--- src/rtl/pipe_pkg.sv ---
// Shared definitions for generic inter-stage pipeline registers.
package pipe_pkg;

  // Stage occupancy states; the encoding doubles as the occupancy count.
  typedef enum logic [1:0] {
    ST_EMPTY = 2'd0,
    ST_ONE   = 2'd1,
    ST_TWO   = 2'd2
  } state_e;

  // Control bundle widths and lane counts at each stage boundary.
  localparam int unsigned ID_EX_CTRL_W  = 9;  // RegWrite..ALUSrc, ALUControl, RegDst
  localparam int unsigned ID_EX_LANES   = 3;  // RD1, RD2, SignImm
  localparam int unsigned EX_MEM_CTRL_W = 5;  // RegWrite, MemtoReg, MemWrite, Branch, Zero
  localparam int unsigned EX_MEM_LANES  = 2;  // ALUOut, WriteData
  localparam int unsigned MEM_WB_CTRL_W = 2;  // RegWrite, MemtoReg
  localparam int unsigned MEM_WB_LANES  = 2;  // ReadData, ALUOut
  localparam int unsigned LANE_W        = 32;

  // Number of held entries for a given state.
  function automatic logic [1:0] occ_of(input state_e s);
    logic [1:0] occ;
    occ = 2'd0;
    case (s)
      ST_EMPTY: occ = 2'd0;
      ST_ONE:   occ = 2'd1;
      ST_TWO:   occ = 2'd2;
      default:  occ = 2'd0;
    endcase
    return occ;
  endfunction

endpackage

--- src/rtl/sat_counter.sv ---
// Free-running event counter that sticks at its maximum value.
module sat_counter #(
  parameter int unsigned W = 16
) (
  input  logic         clk,
  input  logic         rst_n,
  input  logic         inc,
  output logic [W-1:0] count
);

  // Count qualifying cycles, holding at all-ones instead of wrapping.
  always_ff @(posedge clk or negedge rst_n) begin
    if (!rst_n) begin
      count <= '0;
    end else if (inc && (count != {W{1'b1}})) begin
      count <= count + W'(1);
    end
  end

endmodule

--- src/rtl/pipe_stage_skid.sv ---
// Generic pipeline stage register with valid/ready handshake, a skid entry
// so in_ready comes straight from a flop, flush-to-bubble, and perf counters.
module pipe_stage_skid
  import pipe_pkg::*;
#(
  parameter int unsigned CTRL_W      = 9,
  parameter int unsigned DATA_W      = 32,
  parameter int unsigned LANES       = 3,
  parameter int unsigned CNT_W       = 16,
  parameter bit          ZERO_BUBBLE = 1'b1
) (
  input  logic                    clk,
  input  logic                    rst_n,
  input  logic                    flush,
  input  logic                    in_valid,
  output logic                    in_ready,
  input  logic [CTRL_W-1:0]       in_ctrl,
  input  logic [LANES*DATA_W-1:0] in_data,
  output logic                    out_valid,
  input  logic                    out_ready,
  output logic [CTRL_W-1:0]       out_ctrl,
  output logic [LANES*DATA_W-1:0] out_data,
  output logic [1:0]              occupancy,
  output logic [CNT_W-1:0]        stall_cnt,
  output logic [CNT_W-1:0]        bubble_cnt
);

  localparam int unsigned BUS_W = LANES * DATA_W;

  state_e            state;
  state_e            state_nxt;
  logic [CTRL_W-1:0] skid_ctrl;
  logic [BUS_W-1:0]  skid_data;
  logic              accept;
  logic              issue;
  logic              ld_main_in;
  logic              ld_main_skid;
  logic              ld_skid;

  assign accept = in_valid & in_ready;
  assign issue  = out_valid & out_ready;

  // Next-state and register-load decode; flush overrides every handshake.
  always_comb begin
    state_nxt    = state;
    ld_main_in   = 1'b0;
    ld_main_skid = 1'b0;
    ld_skid      = 1'b0;
    if (flush) begin
      state_nxt = ST_EMPTY;
    end else begin
      case (state)
        ST_EMPTY: begin
          if (accept) begin
            state_nxt  = ST_ONE;
            ld_main_in = 1'b1;
          end
        end
        ST_ONE: begin
          case ({accept, issue})
            2'b10: begin
              state_nxt = ST_TWO;
              ld_skid   = 1'b1;
            end
            2'b01:   state_nxt  = ST_EMPTY;
            2'b11:   ld_main_in = 1'b1;
            default: state_nxt  = ST_ONE;
          endcase
        end
        ST_TWO: begin
          if (issue) begin
            state_nxt    = ST_ONE;
            ld_main_skid = 1'b1;
          end
        end
        default: state_nxt = ST_EMPTY;
      endcase
    end
  end

  // State, handshake flags and datapath registers, all decoded from next state.
  always_ff @(posedge clk or negedge rst_n) begin
    if (!rst_n) begin
      state     <= ST_EMPTY;
      out_valid <= 1'b0;
      in_ready  <= 1'b1;
      occupancy <= 2'd0;
      out_ctrl  <= '0;
      out_data  <= '0;
      skid_ctrl <= '0;
      skid_data <= '0;
    end else begin
      state     <= state_nxt;
      out_valid <= (state_nxt != ST_EMPTY);
      in_ready  <= (state_nxt != ST_TWO);
      occupancy <= occ_of(state_nxt);
      if (ld_main_in) begin
        out_ctrl <= in_ctrl;
        out_data <= in_data;
      end else if (ld_main_skid) begin
        out_ctrl <= skid_ctrl;
        out_data <= skid_data;
      end else if (ZERO_BUBBLE && (state_nxt == ST_EMPTY)) begin
        // Bubbles carry no write-enables downstream; data lanes keep stale values.
        out_ctrl <= '0;
      end
      if (ld_skid) begin
        skid_ctrl <= in_ctrl;
        skid_data <= in_data;
      end
    end
  end

  // Cycles where downstream holds off a presented entry.
  sat_counter #(.W(CNT_W)) u_stall_cnt (
    .clk   (clk),
    .rst_n (rst_n),
    .inc   (out_valid & ~out_ready),
    .count (stall_cnt)
  );

  // Cycles where downstream is ready but nothing is presented.
  sat_counter #(.W(CNT_W)) u_bubble_cnt (
    .clk   (clk),
    .rst_n (rst_n),
    .inc   (~out_valid & out_ready),
    .count (bubble_cnt)
  );

endmodule

--- config.mk ---
export PLATFORM = sky130hd
export DESIGN_NAME = pipe_stage_skid
export DESIGN_NICKNAME = d
export VERILOG_FILES = /design/src/rtl/pipe_pkg.sv /design/src/rtl/sat_counter.sv /design/src/rtl/pipe_stage_skid.sv
export SDC_FILE = /design/constraint.sdc
export NUM_CORES = 1
export LEC_CHECK = 0
export CORE_MARGIN = 2
export CORE_UTILIZATION = 25
export DETAILED_ROUTE_END_ITERATION = 8
export PLACE_DENSITY = 0.51
export RECOVER_POWER = 100
export SETUP_SLACK_MARGIN = 0.3
export SYNTH_ARGS = -nofsm -noshare
export SYNTH_HDL_FRONTEND = slang
export SYNTH_SLANG_ARGS = --single-unit
--- constraint.sdc ---
create_clock -name clk -period 1.93 [get_ports clk]
set_input_delay 0.2895 -clock clk [delete_from_list [all_inputs] [get_ports clk]]
set_output_delay 0.2895 -clock clk [all_outputs]
set_load 0.05 [all_outputs]
==> flow_summary.ini, run 1 <==
[sta]
finalCritPeriodShare = 0.966
tightest_slew_ns = 0.939
period_minus_slack_ns = 1.86
skew_ns = 0.0231
max_freq_mhz = 537
holdWs_ns = 0.249
rsz0062_at_grt = yes
setup_tns_ns = 0
final-hold-violation-count = 0
setup-violations-final = 0
relSlewSlack = 0.374
slew_viol_final = 0

[yosys]
synthTopCellsByArea = dfrtp_1, a22o_1, mux2_4, a21o_1, mux2_2
yosys_warnings = 0
synthArstFlopShare = 1.00
yosysTopAreaCellShare = 0.592
ys_ff_latch = 248
synth_edf_count = 0
synth_fp_nets = 858
yosysTopAreaCell = dfrtp_1
synthDistinctLibCells = 43
syn_area_per_cell_um2 = 14.0
synthFlopType = dfrtp_1
syn_inst = 746
synthesis.area_um2 = 10400
synth_seq_area_share = 0.594

[die]
dieArea_um2 = 43400
coreArea_um2 = 41000
start_util = 0.255
io_pins = 251
fp.dieH_um = 208
dieWidth_um = 208
num_rows = 74

[routing]
drt-initial-drc-count = 303
post_drt_wl_per_cell_um = 19.1
dr.pass1.iters = 4
via_per_inst = 4.57
vias = 7565
drtAntennaViolNets = 0
routed_wl_um = 31600
drc = 0

[setup_path]
required_ns = 2.37
cp-start-kind = register
worstPathCellList = nand2_4 > or2_0 > or2_4 > buf_12 > buf_6 > mux2_1
critPathKind = reg -> reg
path_buf_inv = 2
critical_path_arrival_ns = 2.30
crit_fanout = 12
max_stage_delay_ns = 0.56
cp-end-kind = register
crit_family = simple AND/OR/NAND/NOR gates
worst_path_max_delay_cell = dfstp_2

[min_path]
hp-class = in -> async

[grt]
overflow = 0
use_met1 = 0.180
grt_usage = 0.137
grt.met3_usage = 0.0361
first_global_vias = 7865
grt_pass1_wl_um = 47200
use_met2 = 0.225
grt_max_degree = 53
grt.busiest_layer = met2
antenna_found_initial = 2

[layout]
fin_nets = 1215
final_cell_mix = dfrtp_1, clkbuf_1, clkdlybuf4s50_1
mostFrequentLayoutCell = dfrtp_1
drive_gt1_frac = 0.281
syn_to_final_growth_pct = 43.5

[clock_network]
cts_made_buffers = 29
clk_pin_slew_ns = 0.06
cts_sinks = 248
clk_path_buf_depth = 3
cts_root_buffer = clkbuf_16
cts_tree = yes
clk_latency_ns = 0.56
ctsHtreeMaxLevel = 1

[outcome]
status = complete, no violations

[placed_design]
portBuffers = 250
place_congestion = 0.755
dp_hpwl_um = 19200

[pwr]
vdd_ir_drop_max_v = 0.000659
power_density_nw_per_um2 = 1270
total_leakage_power_uw = 0.00716

[flow_run]
max-cap-violations = 0
[sequential cells by signal, summed over array words and instances, names as in the netlist, 2 cells and up]
signal,cells
out_data,96
skid_data,96
skid_ctrl,9
state,2
u_stall_cnt.count,16
out_ctrl,9
u_bubble_cnt.count,16
occupancy,2
[Yosys cell counts (8+ instances only)]
cell type,number
a221o_1,9
nand3_1,10
mux2_2,59
nand4_1,9
xor2_1,19
mux2_4,50
nand2_1,16
dfrtp_1,247
a22o_1,96
and2_1,8
a21o_1,98
nor3_1,10
buf_2,18
nor2_1,9
clkbuf_1,21
[worst register-to-register path: stages, from the launching register on]
cell	delay, ns
dfstp_2	0.56
nand2_4	0.06
or2_0	0.22
or2_4	0.29
buf_12	0.16
buf_6	0.17
mux2_1	0.32
[report_power, final]
part	switching (uW)	internal, uW
combinational	3760	2260
sequential	969	6810
clock	2160	3130
[per-layer routing]
metal  vias up  routed length (um)
met5         -                  13
met4         2                 704
met3        45                1750
met2       159               14800
met1      3871               14300
li1       3488                   -
[repair_timing]
item,4_1_cts,5_1_grt
setup buffers,15,24
gates cloned,8,14
endpoints found under the hold margin,57,0
endpoints found under the setup margin,338,257
pin swaps,4,48
gates resized for setup,478,77
hold buffers,1,0
[path summary, 6_finish.rpt]
path	startpoint	end	slack [ns]	cells after the start
max	in_ready	skid_data[78]	0.07	6
min	rst_n	out_data[51]	0.25	2
max reg2reg	in_ready	skid_data[78]	0.07	6
min reg2reg	u_bubble_cnt.count[5]	u_bubble_cnt.count[5]	0.47	1
max in group asynchronous	rst_n	u_bubble_cnt.count[11]	0.42	3
min in group clk	in_data[67]	skid_data[67]	0.37	2
[area by class of cell]
cell class | instances | area (um2)
clock inverters | 5 | 50.0
well taps | 532 | 666
clock buffers | 44 | 852
repair buffers | 372 | 3090
flip-flops and latches | 248 | 6250
fillers | 4132 | 26000
diodes | 1 | 2.50
inverters | 5 | 18.8
multi-input cells | 447 | 4060
[metrics by stage]
step	cell area [um2]	instances	total power, uW	worst slack, ns	util
floorplan	10700	746	12000	-0.133	-
global placement	14200	1542	14300	-0.261	0.347
detailed placement	14200	1542	14400	-0.267	0.347
CTS	15500	1615	19800	0.0543	0.377
global route	15000	1654	20100	0.0102	0.365
finish	15000	1654	19100	0.0665	0.365
[kinds of logic (layout without fill, tap and decap cells)]
group	after synthesis	after routing	synth area share
AOI/OAI and AO/OA	219	219	0.172
buffers and inverters	51	426	0.0252
muxes	109	109	0.136
DFF	248	248	0.594
and+or+nand+nor	91	91	0.0482
other	0	1	0
xor gates and xnor gates	26	26	0.0218
adders and majority gates	2	2	0.00240
Power figures use the tool's default switching activity.
==> inputs of run 2 (changes only) <==
--- a/config.mk
+++ b/config.mk
@@ -9,4 +9,5 @@
 export CORE_UTILIZATION = 25
 export DETAILED_ROUTE_END_ITERATION = 8
+export GPL_TIMING_DRIVEN = 0
 export PLACE_DENSITY = 0.51
 export RECOVER_POWER = 100
==> constraint.sdc (replaced) <==
create_clock -name clk -period 1.93 [get_ports clk]
set_input_delay 0.2895 -clock clk [delete_from_list [all_inputs] [get_ports clk]]
set_output_delay 0.2895 -clock clk [all_outputs]
set_load 0.02 [all_outputs]
==> flow_summary.ini, run 2 (synthesis gave the netlist of run 1 again) <==
[outcome]
status = finished, violations left
violations = setup timing

[layout]
fin_nets = 1239
top_regs = out_data: 96 flops, skid_data: 96 flops
mostFrequentLayoutCell = dfrtp_1
syn_to_final_growth_pct = 63.4
drive_gt1_frac = 0.351
antennaDiodeCount = 0
final_cells = 1682
final_cell_mix = dfrtp_1, clkdlybuf4s50_1, a21o_1

[sta]
relSlewSlack = 0.371
final-hold-violation-count = 0
setup-violations-final = 84
holdWs_ns = 0.142
period_minus_slack_ns = 1.99
tightest_slew_ns = 0.944
rsz0062_at_grt = yes
slew_viol_final = 0
finalCritPeriodShare = 1.03
setup_ws_ns = -0.0576
max_freq_mhz = 503
skew_ns = 0.0101
setup_tns_ns = -2.58

[clock_network]
cts_root_buffer = clkbuf_16
ctsHtreeMaxLevel = 1
clk_pin_slew_ns = 0.06
cts_tree = yes
clk_latency_ns = 0.56
clk_path_buf_depth = 3
cts_sinks = 248
cts_made_buffers = 30

[die]
num_rows = 74
dieWidth_um = 208
dieArea_um2 = 43400
coreArea_um2 = 41000
fp.dieH_um = 208
io_pins = 251
start_util = 0.255

[grt]
overflow = 0
antenna_found_initial = 3
grt_usage = 0.145
grt_max_degree = 104
grt_pass1_wl_um = 49700
first_global_vias = 8108

[routing]
wl_met3_um = 2030
drt-initial-drc-count = 289
drc = 0
via_per_inst = 4.60
routed_wl_um = 32700
met2_wirelength_um = 15500
vias = 7744
post_drt_wl_per_cell_um = 19.5
drt-met1-wl_um = 14600
drtAntennaViolNets = 0
dr.pass1.iters = 4
top_layer_used = met5

[setup_path]
cp-start-kind = register
critPathKind = reg -> reg
crit_fanout = 7
critical_path_arrival_ns = 2.43
cp-end-kind = register
rr_worst_depth = 7
required_ns = 2.37

[placed_design]
dp_slack_ns = -0.859
place_congestion = 0.721
portBuffers = 249
dp_hpwl_um = 19800
place_inst = 1529

[flow_run]
max-cap-violations = 0

[pwr]
total_leakage_power_uw = 0.00871
power_density_nw_per_um2 = 1130
p_total_uw = 19200
vdd_ir_drop_max_v = 0.000631

[min_path]
hold-path-cell-count = 2
hp-class = in -> reg
[run 2: changes by cell type in the layout (fill, tap and decap cells not counted), sizes merged, moves of 2 or more]
cell and delta:
buf +40, clkdlybuf4s15 +35, dlymetal6s2s +19, clkbuf -138
clkinv +2, dlygate4sd2 +68
[run 2: layer usage]
metal / global-route usage / vias to the layer above
met5: 0 / -
met3: 0.0394 / 52
li1: - / 3563
met2: 0.234 / 183
met4: 0.0355 / 6
met1: 0.195 / 3940
[run 2: power by group]
part / switching (uW) / leakage, uW / total [uW] / internal (uW)
combinational: 2370 / 0.00514 / 5570 / 3210
clock: 2310 / 0.000521 / 5910 / 3600
sequential: 969 / 0.00305 / 7770 / 6800
total: 5640 / 0.00871 / 19200 / 13600
[run 2: worst max-delay path, stage by stage (launching register included)]
cell       delay, ns
dfstp_2         0.55
nand2_4         0.07
or2_1           0.22
or2_1           0.26
buf_8           0.16
buf_12          0.15
clkbuf_16       0.17
mux2_4          0.29
[run 2: worst paths after layout]
kind                                  start            to  slack (ns)
worst min-delay path                  flush  occupancy[0]        0.14
worst min register to register  out_data[0]   out_data[0]        0.47
worst max register to register     in_ready  skid_ctrl[7]       -0.06
min in group asynchronous             rst_n  out_data[40]        0.44
worst max-delay path               in_ready  skid_ctrl[7]       -0.06
max in group asynchronous             rst_n      state[1]        0.37
[run 2: area by class of cell]
class	instances	area [um2]
clock buffers	45	938
fillers	3834	24000
plain buffers	46	818
well taps	532	666
clock inverters	10	106
inverters	5	18.8
multi-input cells	447	4380
repair buffers	349	3900
flip-flops and latches	248	6230
[run 2: per-stage QoR]
stage	instance area, um2	util
2_1_floorplan	10600	-
3_3_place_gp	13700	0.334
3_5_place_dp	13800	0.336
4_1_cts	16500	0.402
5_1_grt	17100	0.416
6_report	17100	0.416
[run 2: repair_timing]
item,in CTS,in global routing
endpoints found under the hold margin,61,0
buffers inserted,36,29
gates cloned,25,7
resized for setup,402,112
pin swaps,38,60
hold buffers,1,0
endpoints found under the setup margin,370,294
